`src/rtl/debounce_bank.sv`:
```
// Per-channel synchronise-and-debounce bank with optional registered edge pulses.
// Define DEBOUNCE_BANK_EDGE_EN to build the oRise/oFall registers; otherwise they are tied to 0.
module debounce_bank #(
    parameter int CHANNELS      = 4,
    parameter int STABLE_CYCLES = 16,
    parameter int SYNC_STAGES   = 2
) (
    input  logic                iClk,
    input  logic                iRst_n,
    input  logic                iTick,
    input  logic [CHANNELS-1:0] iD,
    output logic [CHANNELS-1:0] oQ,
    output logic [CHANNELS-1:0] oRise,
    output logic [CHANNELS-1:0] oFall
);

    localparam int              CNT_W  = $clog2(STABLE_CYCLES + 1);
    localparam logic [CNT_W-1:0] CNT_TC = CNT_W'(STABLE_CYCLES - 1);

    logic [CHANNELS-1:0] samp;
    logic [CHANNELS-1:0] load;

    for (genvar ch = 0; ch < CHANNELS; ch++) begin : g_ch
        logic [SYNC_STAGES-1:0] sync_q;
        logic [CNT_W-1:0]       cnt_q;
        logic                   q_r;
        logic                   mismatch;

        // Synchroniser runs every clock; iTick only gates the stability counter.
        always_ff @(posedge iClk or negedge iRst_n) begin
            if (!iRst_n) begin
                sync_q <= '0;
            end else begin
                sync_q <= {sync_q[SYNC_STAGES-2:0], iD[ch]};
            end
        end

        assign samp[ch]  = sync_q[SYNC_STAGES-1];
        assign mismatch  = samp[ch] ^ q_r;
        assign load[ch]  = mismatch & iTick & (cnt_q == CNT_TC);

        // Saturates at the terminal count, where the new level is accepted and the count restarts.
        always_ff @(posedge iClk or negedge iRst_n) begin
            if (!iRst_n) begin
                cnt_q <= '0;
            end else if (!mismatch) begin
                cnt_q <= '0;
            end else if (iTick) begin
                if (cnt_q == CNT_TC) begin
                    cnt_q <= '0;
                end else begin
                    cnt_q <= cnt_q + 1'b1;
                end
            end
        end

        always_ff @(posedge iClk or negedge iRst_n) begin
            if (!iRst_n) begin
                q_r <= 1'b0;
            end else if (load[ch]) begin
                q_r <= samp[ch];
            end
        end

        assign oQ[ch] = q_r;
    end

`ifdef DEBOUNCE_BANK_EDGE_EN
    logic [CHANNELS-1:0] rise_r;
    logic [CHANNELS-1:0] fall_r;

    // load implies samp differs from oQ, so rise and fall are mutually exclusive.
    always_ff @(posedge iClk or negedge iRst_n) begin
        if (!iRst_n) begin
            rise_r <= '0;
            fall_r <= '0;
        end else begin
            rise_r <= load & samp;
            fall_r <= load & ~samp;
        end
    end

    assign oRise = rise_r;
    assign oFall = fall_r;
`else
    assign oRise = '0;
    assign oFall = '0;
`endif

endmodule

```
`config.mk`:
```
export PLATFORM = sky130hd
export DESIGN_NAME = debounce_bank
export DESIGN_NICKNAME = d
export VERILOG_FILES = /design/src/rtl/debounce_bank.sv
export SDC_FILE = /design/constraint.sdc
export NUM_CORES = 1
export LEC_CHECK = 0
export BUFFER_PORTS_ARGS = -buffer_cell sky130_fd_sc_hd__buf_2
export CORE_AREA = 4 4 67 69
export CTS_CLUSTER_DIAMETER = 60
export CTS_CLUSTER_SIZE = 10
export DETAILED_ROUTE_END_ITERATION = 6
export DIE_AREA = 0 0 71 73
export PLACE_DENSITY = 0.61
export SETUP_SLACK_MARGIN = 0.1
export SYNTH_ARGS = -nofsm -noshare
export SYNTH_HDL_FRONTEND = slang
export SYNTH_SLANG_ARGS = --single-unit
```
`constraint.sdc`:
```
create_clock -name iClk -period 2.28 [get_ports iClk]
set_input_delay 0.456 -clock iClk [delete_from_list [all_inputs] [get_ports iClk]]
set_output_delay 0.456 -clock iClk [all_outputs]
set_load 0.02 [all_outputs]
```
-- Yosys cells after proc, flatten, opt, wreduce, memory -nomap -nowiden
Index checks and enable logic that the tools add are counted.
- latch bits: 0
- output and inout bits: 12
- memories: 0
- logic and storage cells: 48
- bits in read-only memories: 0
- register bits: 32
- input bits: 7
- bits in writable memories: 0
- add/subtract/negate cells: 4
- muxes and demuxes: 12
- eq/ne operators: 8
- $lt $le $gt $ge: 0
- bitwise operators: 12
- divide/modulo/power cells: 0
- reductions and logical operators: 0
- shifts and indexed selects: 0
- multipliers: 0
- operator list (cell ; count):
    $mux W5 ; 12
    $add A5 B1 Y5 const B ; 4
    $eq A5 B4 Y1 const B ; 4
    $and A1 B1 Y1 ; 8
    $ne A2 B2 Y1 const B ; 4
    $xor A1 B1 Y1 ; 4

-- Logic depth before layout (Yosys ltp)
Gate-level depths: netlist of run 1.
- depth in word-level cells: 4
- mapped depth: 4
- gate-level depth less buffers: 4

-- Least setup slack after synthesis of run 1
Ideal clock, no wire load.
- path type: reg-to-reg
- start: reg g_ch[3].cnt_q[0]
- end: reg g_ch[3].q_r
- setup slack: 1033 ps
- data required time: 2155 ps
- clock period less this slack: 1247 ps
- stages on the path, launching flop included: 5
- arrival time: 1122 ps
- path buffers: 0
- path through: dfrtp_1 ha_1 nand4b_1 nor2_1 mux2_2
- word-level cells in the longest chain between the ends: 2
- ends and longest elaborated chain (what ; line ; text):
    start: declaration ; 25 ; logic [CNT_W-1:0] cnt_q;
    start signal: assignment ; 52 ; cnt_q <= cnt_q + 1'b1;
    $eq A5 B4 Y1 ; 40 ; assign load[ch] = mismatch & iTick & (cnt_q == CNT_TC);
    $and A1 B1 Y1 ; 40 ;
    end signal: assignment ; 61 ; q_r <= samp[ch];
    end: declaration ; 26 ; logic q_r;
No other way between the ends.
A chain may end at the register's enable or synchronous reset.

-- Worst setup path after layout of run 1
Ends and elaborated chain as after synthesis.

==> results of run 1 <==
## state kept, by name, summed over array words and instances, names as in the netlist
| name | count |
|---|---|
| g_ch.cnt_q | 20 |
| g_ch.q_r | 4 |
| g_ch.sync_q | 8 |
## layout make-up
| cell class | count | area, um2 |
|---|---|---|
| repair buffers | 11 | 57.56 |
| inverters | 1 | 3.754 |
| clock buffers | 7 | 96.34 |
| fillers | 401 | 2325 |
| well taps | 50 | 62.56 |
| multi-input cells | 87 | 568.0 |
| flip-flops and latches | 32 | 800.8 |
## report_power, final
group / switching, mW / total [mW] / internal (mW)
Sequential: 0.0167 / 0.603 / 0.587
Clock: 0.194 / 0.462 / 0.268
Combinational: 0.0490 / 0.0718 / 0.0227
## synthesized netlist by cell type (2+ instances only)
cell type	instances	area, um2
xnor2_1	5	43.79
ha_1	4	50.05
nand3b_1	3	22.52
and3b_1	2	17.52
buf_4	12	90.09
a311oi_2	3	45.04
a41oi_1	3	26.28
nor2_1	12	45.04
a21oi_1	6	30.03
dfrtp_1	32	800.8
nand3_1	6	30.03
xor2_1	6	52.55
mux2_2	4	45.04
o21ai_0	2	10.01
nand2_1	14	52.55
nand4_1	4	25.02
nand4b_1	3	26.28
## kinds of logic after synthesis
group / synth area share
fa+ha+maj: 0.03425
other cells: 0.002566
buf+inv: 0.08133
mux: 0.03767
xor+xnor: 0.06592
compound gates: 0.07620
simple gates: 0.1541
flops: 0.5479
## worst paths after layout
path	start	endpoint	slack (ns)	depth (start not counted)
setup / recovery	g_ch[3].cnt_q[0]$_DFFE_PN0P_	g_ch[3].q_r$_DFFE_PN0P_	0.92	4
min in group iClk	iD[2]	g_ch[2].sync_q[0]$_DFF_PN0_	0.28	1
hold reg to reg	g_ch[2].sync_q[0]$_DFF_PN0_	g_ch[2].sync_q[1]$_DFF_PN0_	0.35	0
max in group asynchronous	iRst_n	g_ch[1].sync_q[1]$_DFF_PN0_	1.62	1
setup reg to reg	g_ch[3].cnt_q[0]$_DFFE_PN0P_	g_ch[3].q_r$_DFFE_PN0P_	0.92	4
hold / removal	iRst_n	g_ch[0].cnt_q[4]$_DFFE_PN0P_	0.21	1
## routing by layer
layer | wire, um | share of wire | global-route usage
met1 | 980 | 0.41 | 0.1198
met2 | 1149 | 0.49 | 0.1689
met3 | 161 | 0.068 | 0.04683
met4 | 74 | 0.031 | 0.07724
met5 | 0 | 0 | 0
## metrics by stage
step | hold slack [ns] | util | cells | power [mW] | setup slack (ns)
6_report | 0.2126 | 0.4060 | 188 | 1.137 | 0.9156
5_1_grt | 0.2667 | 0.4060 | 188 | 1.192 | 0.8195
4_1_cts | 0.2431 | 0.4060 | 188 | 1.155 | 0.9109
3_5_place_dp | 0.3403 | 0.3814 | 181 | 0.6862 | 0.7554
3_3_place_gp | 0.3320 | 0.3814 | 181 | 0.6814 | 0.7907
2_1_floorplan | 0.1604 | - | 134 | 0.6704 | 1.033
## worst max-delay path: stages (launching register included)
cell	delay, ns
dfrtp_1	0.41
ha_1	0.19
nand4b_1	0.17
nor2_1	0.15
mux2_2	0.34
==> results by group, run 1 <==
Outcome
  – Run status: finished clean

Global route
  – Vias in the first global route: 982
  – Total track usage: 0.1088
  – Largest net degree at the start of global routing: 33
  – Global-route wire length before repair: 4312 um
  – Initial antenna violation count: 0
  – GRT Residual Overflow: 0

Pwr
  – VDD IR max: 346.8 uV
  – LEAKAGE: 0.7668 nW
  – PwrDens: 715.8 nW/um2

CTS
  – CTS tree: built
  – Htree depth: 2
  – Num CTS Buffers: 5
  – Clk_lat worst skew: 0.28 ns
  – Max clock buf depth: 2
  – Post-cts sizing count: 0
  – TritonCTS Sinks: 32
  – Hold-fix buffers at CTS: 0
  – CTS clock-pin slew for the worst setup and hold paths: 0.06 ns
  – Total setup buffers inserted after CTS: 0
  – Clock root buffer: clkbuf_8

Placement
  – Post-DP Area: 1493 um2
  – Post-DP HPWL: 1671 um
  – Port-buffer cells: 10
  – Placer Congestion: 0.7755

STA
  – Worst slew margin: 0.5394
  – Worst Tran Pin Value: 0.6909 ns
  – Clock Skews: 0.004919 ns
  – Min Tclk post-route: 1.364 ns
  – Crit share post-route: 0.5984
  – Slew Viols, Final: 0
  – Setup TNS: 0 ns
  – Highest Clock Rate: 732.9 MHz
  – Final setup vio count: 0
  – Hold Vio Cnt, Final: 0
  – RSZ-0062 raised after global routing: false

Drt
  – Routed vias: 947
  – Routed length per instance: 12.59 um
  – Wirelength, routed: 2367 um
  – Drt via density: 5.037
  – DRT Pass-1 Iters: 4
  – Initial DRC Count: 50
  – Antenna-violating nets left: 0
  – # DRC: 0

Yosys
  – Syn Area/Cell: 11.51 um2
  – Seq/Total Area, Yosys: 0.5479
  – Post-synthesis cell count: 127
  – EDFF count, synth: 0
  – Warnings, synthesis: 0
  – Synth Register Bits: 32
  – Ys flop type: dfrtp_1
  – Synth Cell Area: 1461 um2
  – Share of flip-flops with an asynchronous set or reset: 1.000
  – Unique masters post-synth: 23

Run
  – Max cap viols: 0

Worst setup path
  – CP Data Arrival Time: 1.53 ns
  – Max FO, Critical Path: 5
  – Critical path class: flop to flop
  – CP endpoint kind: flop
  – CP required: 2.45 ns
  – CP Launch Type: flop

Finish
  – Antenna diodes: 0
  – Most common cell after layout, fill and taps aside: dfrtp_1
  – Share of cells above drive strength 1: 0.1812
  – Most frequent cells in the layout: dfrtp_1, nand2_1, nor2_1
  – Fin nets: 149
  – Final Cell Area: 1589 um2
  – Area Growth Syn to Fin: 8.733%

Min path
  – Worst Hold Class: input port to async pin

Die
  – Die Span Y: 73 um
  – Width of the chip: 71 um
  – Die area: 5183 um2
  – Initial Utilization: 0.3734
  – Row count: 23
  – Core Footprint: 3914 um2
  – Ports: 19
Note: power is estimated with default switching activity, not from simulation.
==> run 2, diff against run 1 <==
==> constraint.sdc (replaced) <==
create_clock -name iClk -period 1.3 [get_ports iClk]
set_input_delay 0.26 -clock iClk [delete_from_list [all_inputs] [get_ports iClk]]
set_output_delay 0.26 -clock iClk [all_outputs]
set_load 0.02 [all_outputs]
==> run 2 against run 1 <==
  * Core utilization is 5.9 points higher
  * Sequential power is 74% higher
  * Hold slack worse by 0.12 ns
  * Final cell count is 11% higher
  * Critical path depth stayed put
  * Count of clock-buffer cells in the layout is 1 lower
  * Die area stayed put
  * Largest cell class unchanged
  * Highest routed layer unchanged
==> results by group, run 2 (same netlist as run 1, synthesis figures left out) <==
STA
  – RSZ-0062 raised after global routing: true
  – Crit share post-route: 0.9996 (+0.4012)
  – Slew Viols, Final: 0 (unchanged)
  – Highest Clock Rate: 769.6 MHz (+5.0%)
  – Final setup margin: 0.0005700 ns (-0.9151 ns)
  – Hold Vio Cnt, Final: 0 (unchanged)
  – Setup TNS: 0 ns (unchanged)
  – Min Hold Slack: 0.08839 ns (-0.1242 ns)
  – Clock Skews: 0.003117 ns (-0.001802 ns)
  – Min Tclk post-route: 1.299 ns (-0.06494 ns)
  – Final setup vio count: 0 (unchanged)

Global route
  – GRT Residual Overflow: 0 (unchanged)
  – Initial antenna violation count: 0 (unchanged)
  – Total track usage: 0.1103 (+0.001491)
  – Largest net degree at the start of global routing: 33 (unchanged)
  – Global-route wire length before repair: 4409 um (+2.2%)
  – Vias in the first global route: 978 (-0.41%)

Die
  – Initial Utilization: 0.3734 (unchanged)
  – Width of the chip: 71 um (unchanged)
  – Core Footprint: 3914 um2 (unchanged)
  – Ports: 19 (unchanged)
  – Die Span Y: 73 um (unchanged)
  – Die area: 5183 um2 (unchanged)
  – Row count: 23 (unchanged)

CTS
  – TritonCTS Sinks: 32 (unchanged)
  – Max clock buf depth: 2 (unchanged)
  – Clock root buffer: clkbuf_8
  – Clk_lat worst skew: 0.27 ns (about the same)
  – Htree depth: 2 (unchanged)
  – Num CTS Buffers: 5 (unchanged)
  – CTS tree: built
  – CTS clock-pin slew for the worst setup and hold paths: 0.07 ns (about the same)

Finish
  – Reg with most FFs: g_ch.cnt_q
  – Fillers: 391 (-2.5%)
  – Most common cell after layout, fill and taps aside: dfrtp_1
  – Final Cell Area: 1818 um2 (+14%)
  – Largest register FFs: 20 (unchanged)
  – Most frequent cells in the layout: dfrtp_1, buf_4, nand2_1
  – Fin nets: 169 (+13%)
  – Share of cells above drive strength 1: 0.3585 (+0.1773)
  – Final Util: 0.4645 (+0.05850)
  – Area of the multi-input gates: 631.9 um2 (+11%)
  – Largest registers: g_ch.cnt_q: 20 flops, g_ch.sync_q: 8 flops, g_ch.q_r: 4 flops
  – Antenna diodes: 0 (unchanged)
  – Area Growth Syn to Fin: 24.40%
  – Layout Cells excl Fill: 209 (+11%)
  – Register area: 800.8 um2 (unchanged)

Worst setup path
  – R2R Setup Slk: 0.0006 ns (-0.92 ns)
  – CP endpoint kind: flop
  – Max FO, Critical Path: 3 (-2)
  – CP required: 1.46 ns (-0.99 ns)
  – CP max stage cell: dfrtp_1
  – Cell family with most CP delay: flip-flops
  – Bufs and invs on worst path: 0 (unchanged)
  – CP Launch Type: flop
  – Delay of the slowest critical-path stage: 0.39 ns (-0.02 ns)
  – CP Data Arrival Time: 1.46 ns (-0.07 ns)
  – Critical path class: flop to flop
  – Critical Path, Cell by Cell: ha_2 > nand4_1 > nor2_2 > mux2_4

Outcome
  – Run status: finished clean

Pwr
  – Net switching power: 484.4 uW (+87%)
  – Seq pwr share: 0.522 (-0.008)
  – PwrDens: 1111 nW/um2 (+55%)
  – VDD IR max: 750.1 uV (+120%)
  – LEAKAGE: 0.8670 nW (+13%)
  – Total Power: 2.019 mW (+78%)
  – Clock share of power: 0.383 (-0.023)
  – P_int: 1.535 mW (+75%)
  – Combinational power share: 0.095 (+0.032)
  – Switching share of power: 0.2399 (+0.01164)

Drt
  – Routed vias: 998 (+5.4%)
  – DRT Pass-1 Iters: 4 (unchanged)
  – Initial DRC Count: 56 (+12%)
  – Routed length per instance: 13.04 um (+3.6%)
  – Wirelength, routed: 2725 um (+15%)
  – # DRC: 0 (unchanged)
  – Drt via density: 4.775 (-5.2%)
  – Antenna-violating nets left: 0 (unchanged)

Placement
  – Port-buffer cells: 10 (unchanged)
  – Placer Congestion: 0.7820 (+0.84%)
  – Post-DP Area: 1610 um2 (+7.9%)
  – Placed Cells: 195 (+7.7%)
  – Post-DP HPWL: 1727 um (+3.4%)
  – Pre-CTS WS: 0.02490 ns (-0.7305 ns)

Run
  – Max cap viols: 0 (unchanged)

Min path
  – Worst Hold Class: input port to flop
==> run 2: final cells by class <==
class	instances	share of cell area
Multi-Input combinational cell	87	0.3476
Timing Repair Buffer	31	0.1246
Clock buffer	6	0.04542
Tap cell	50	0.03441
Sequential cell	32	0.4405
Clock inverter	2	0.005506
Inverter	1	0.002065
==> run 2: routing by layer <==
layer  global-route usage  part of all wire  wire [um]  vias to the layer above
met5                    0                 0          0                        -
met3              0.04270             0.044        120                        4
met4              0.03758            0.0066         18                        0
met2               0.1751              0.52       1426                       20
met1               0.1381              0.43       1160                      491
li1                     -                 -          -                      483
==> run 2: what timing repair did <==
| item | CTS | global route |
|---|---|---|
| hold buffers | 1 | 0 |
| endpoints found under the hold margin | 32 | 0 |
| buffers inserted | 1 | 4 |
| pin swaps | 3 | 8 |
| setup endpoints to repair | 5 | 12 |
| resized for setup | 8 | 10 |
==> run 2: worst register-to-register path: stages, from the launching register on <==
cell,delay (ns)
dfrtp_1,0.39
ha_2,0.19
nand4_1,0.14
nor2_2,0.16
mux2_4,0.31
==> run 2: power groups by stage <==
stage	combinational, mW	sequential (mW)	clock [mW]
after global placement	0.167	1.07	0
after detailed placement	0.173	1.07	0
after CTS	0.179	1.05	0.801
final	0.192	1.05	0.774
after global routing	0.215	1.06	0.845
after floorplan	0.107	1.07	0
==> run 2: worst paths after layout <==
check,start,end,cells past startpoint
worst max-delay path,g_ch[0].cnt_q[0]$_DFFE_PN0P_,g_ch[0].q_r$_DFFE_PN0P_,4
worst min-delay path,iD[3],g_ch[3].sync_q[0]$_DFF_PN0_,1
worst max register to register,g_ch[0].cnt_q[0]$_DFFE_PN0P_,g_ch[0].q_r$_DFFE_PN0P_,4
worst min register to register,g_ch[0].sync_q[0]$_DFF_PN0_,g_ch[0].sync_q[1]$_DFF_PN0_,0
max in group asynchronous,iRst_n,g_ch[1].cnt_q[1]$_DFFE_PN0P_,3
min in group asynchronous,iRst_n,g_ch[0].q_r$_DFFE_PN0P_,3
==> run 3, diff against run 2 <==
--- a/config.mk
+++ b/config.mk
@@ -6,11 +6,12 @@
 export NUM_CORES = 1
 export LEC_CHECK = 0
 export BUFFER_PORTS_ARGS = -buffer_cell sky130_fd_sc_hd__buf_2
-export CORE_AREA = 4 4 67 69
+export CORE_AREA = 2 2 65 67
 export CTS_CLUSTER_DIAMETER = 60
 export CTS_CLUSTER_SIZE = 10
 export DETAILED_ROUTE_END_ITERATION = 6
-export DIE_AREA = 0 0 71 73
+export DIE_AREA = 0 0 67 69
+export GPL_TIMING_DRIVEN = 0
 export PLACE_DENSITY = 0.61
 export SETUP_SLACK_MARGIN = 0.1
 export SYNTH_ARGS = -nofsm -noshare
==> run 3 against run 2 <==
  * Flip-flop and latch count is the same
  * Non-clock buffer count grew 12
  * Global-route usage grew 2.0 points
  * Count of clock-buffer cells in the layout grew 1
  * Via count grew 5.5%
  * Critical path depth is the same
  * Critical path type unchanged
  * Critical endpoint is now g_ch[3].q_r$_DFFE_PN0P_
  * Largest cell class unchanged
  * Largest power group unchanged
  * Highest routed layer unchanged
==> results by group, run 3 (same netlist as run 1, synthesis figures left out) <==
Worst setup path
  – CP Launch Type: flop
  – CP required: 1.47 ns (about the same)
  – Critical path class: flop to flop
  – CP endpoint kind: flop
  – Max FO, Critical Path: 3 (unchanged)
  – CP Data Arrival Time: 1.47 ns (about the same)

CTS
  – Clock root buffer: clkbuf_8
  – Htree depth: 2 (unchanged)
  – CTS tree: built
  – TritonCTS Sinks: 32 (unchanged)
  – Clk_lat worst skew: 0.29 ns (+0.02 ns)
  – CTS clock-pin slew for the worst setup and hold paths: 0.07 ns (about the same)
  – Hold-fix buffers at CTS: 0 (-1)
  – Num CTS Buffers: 5 (unchanged)
  – Max clock buf depth: 2 (unchanged)

Drt
  – Routed length per instance: 12.50 um (-4.1%)
  – # DRC: 0 (unchanged)
  – Routed vias: 1053 (+5.5%)
  – Antenna-violating nets left: 0 (unchanged)
  – WL met3: 120 um (unchanged)
  – DRT Pass-1 Iters: 4 (unchanged)
  – Highest Signal Layer: met4
  – Metal2 WL: 1361 um (-4.6%)
  – Metal-1 WL: 1219 um (+5.1%)
  – Wirelength, routed: 2762 um (+1.4%)
  – Initial DRC Count: 17 (-70%)
  – Drt via density: 4.765 (-0.22%)

Die
  – Core Footprint: 3914 um2 (unchanged)
  – Die area: 4623 um2 (-11%)
  – Die Span Y: 69 um (-5.5%)
  – Width of the chip: 67 um (-5.6%)
  – Row count: 23 (unchanged)
  – Ports: 19 (unchanged)
  – Initial Utilization: 0.3734 (unchanged)

STA
  – Worst slew margin: 0.5363
  – RSZ-0062 raised after global routing: true
  – Min Tclk post-route: 1.294 ns (-0.005176 ns)
  – Min Hold Slack: 0.01166 ns (-0.07673 ns)
  – Worst Tran Pin Value: 0.6955 ns
  – Crit share post-route: 0.9956 (-0.003981)
  – Slew Viols, Final: 0 (unchanged)
  – Final setup vio count: 0 (unchanged)
  – Setup TNS: 0 ns (unchanged)
  – Clock Skews: 0.004011 ns (+0.0008939 ns)
  – Final setup margin: 0.005746 ns (+0.005176 ns)
  – Highest Clock Rate: 772.6 MHz (+0.40%)
  – Hold Vio Cnt, Final: 0 (unchanged)

Placement
  – Pre-CTS WS: -0.05533 ns (-0.08024 ns)
  – Port-buffer cells: 10 (unchanged)
  – Post-DP HPWL: 1714 um (-0.75%)
  – Placer Congestion: 0.8195 (+4.8%)

Global route
  – GRT Residual Overflow: 0 (unchanged)
  – Vias in the first global route: 1084 (+11%)
  – Largest net degree at the start of global routing: 33 (unchanged)
  – Global-route wire length before repair: 4519 um (+2.5%)
  – Total track usage: 0.1299 (+0.01953)
  – Initial antenna violation count: 0 (unchanged)

Finish
  – Most common cell after layout, fill and taps aside: dfrtp_1
  – Most frequent cells in the layout: dfrtp_1, buf_4, nand2_1
  – Largest registers: g_ch.cnt_q: 20 flops, g_ch.sync_q: 8 flops, g_ch.q_r: 4 flops
  – Largest register FFs: 20 (unchanged)
  – Fin nets: 181 (+7.1%)
  – Area Growth Syn to Fin: 36.04%
  – Antenna diodes: 0 (unchanged)
  – Share of cells above drive strength 1: 0.3977 (+0.03917)
  – Reg with most FFs: g_ch.cnt_q

Pwr
  – VDD IR max: 1390 uV (+85%)
  – PwrDens: 1163 nW/um2 (+4.7%)
  – Combinational power share: 0.093 (-0.002)
  – Net switching power: 505.1 uW (+4.3%)
  – P_int: 1.807 mW (+18%)
  – LEAKAGE: 0.9576 nW (+10%)
  – Clock share of power: 0.451 (+0.068)
  – Switching share of power: 0.2185 (-0.02148)
  – Seq pwr share: 0.456 (-0.066)

Min path
  – Worst Hold Class: input port to async pin

Outcome
  – Run status: finished clean

Run
  – Max cap viols: 0 (unchanged)
run 3: cell types whose count changed in the layout (fill, tap and decap cells not counted), sizes merged:
cell	before	now
buf	30	42
bufinv	0	1
clkbuf	6	8
clkinv	2	0
dlygate4sd3	1	0
run 3: path summary, 6_finish.rpt:
check	startpoint	end	slack, ns	cells past startpoint
worst max-delay path	g_ch[3].cnt_q[1]$_DFFE_PN0P_	g_ch[3].q_r$_DFFE_PN0P_	0.006	4
worst min-delay path	iRst_n	g_ch[2].cnt_q[2]$_DFFE_PN0P_	0.01	1
worst max register to register	g_ch[3].cnt_q[1]$_DFFE_PN0P_	g_ch[3].q_r$_DFFE_PN0P_	0.006	4
worst min register to register	g_ch[1].sync_q[0]$_DFF_PN0_	g_ch[1].sync_q[1]$_DFF_PN0_	0.35	0
max in group asynchronous	iRst_n	g_ch[2].cnt_q[1]$_DFFE_PN0P_	0.84	1
min in group iClk	iD[1]	g_ch[1].sync_q[0]$_DFF_PN0_	0.07	1
run 3: metrics by stage:
stage | instances | area (um2) | power, mW | utilization
floorplan | 134 | 1488 | 1.176 | -
global placement | 194 | 1600 | 1.219 | 0.4089
detailed placement | 194 | 1600 | 1.230 | 0.4089
CTS | 214 | 1862 | 2.313 | 0.4757
global route | 221 | 1988 | 2.413 | 0.5080
finish | 221 | 1988 | 2.312 | 0.5080
run 3: power groups by stage:
stage               clock network (mW)  registers, mW  logic (mW)
CTS                               1.07           1.05       0.192
detailed placement                   0           1.08       0.154
floorplan                            0           1.07       0.107
global route                      1.12           1.06       0.239
finish                            1.04           1.05       0.216
global placement                     0           1.07       0.147
run 3: metal layers:
layer | global-route usage | up-vias
met5 | 0 | -
met4 | 0.06576 | 0
met3 | 0.04894 | 5
met2 | 0.2200 | 19
met1 | 0.1366 | 524
li1 | - | 505
run 3: worst max-delay path: stages (launching register included):
cell and delay (ns):
dfrtp_1 0.36, ha_2 0.19, nand4b_1 0.15, nor2_1 0.17, mux2_4 0.31
run 3: layout make-up:
class                      count  area (um2)
buffer                        14       130.1
clock buffer                   7       96.34
clock inverter                 1       30.03
fill                         350        1926
inverter                       1       3.754
multi-input combinational     87       643.1
sequential                    32       800.8
tap                           50       62.56
timing repair buffer          29       221.5
run 3: timing repair:
item,in CTS,in global routing
hold endpoints to repair,0,0
pin swaps,6,12
endpoints found under the setup margin,11,19
resized for setup,14,16
buffers inserted,12,8
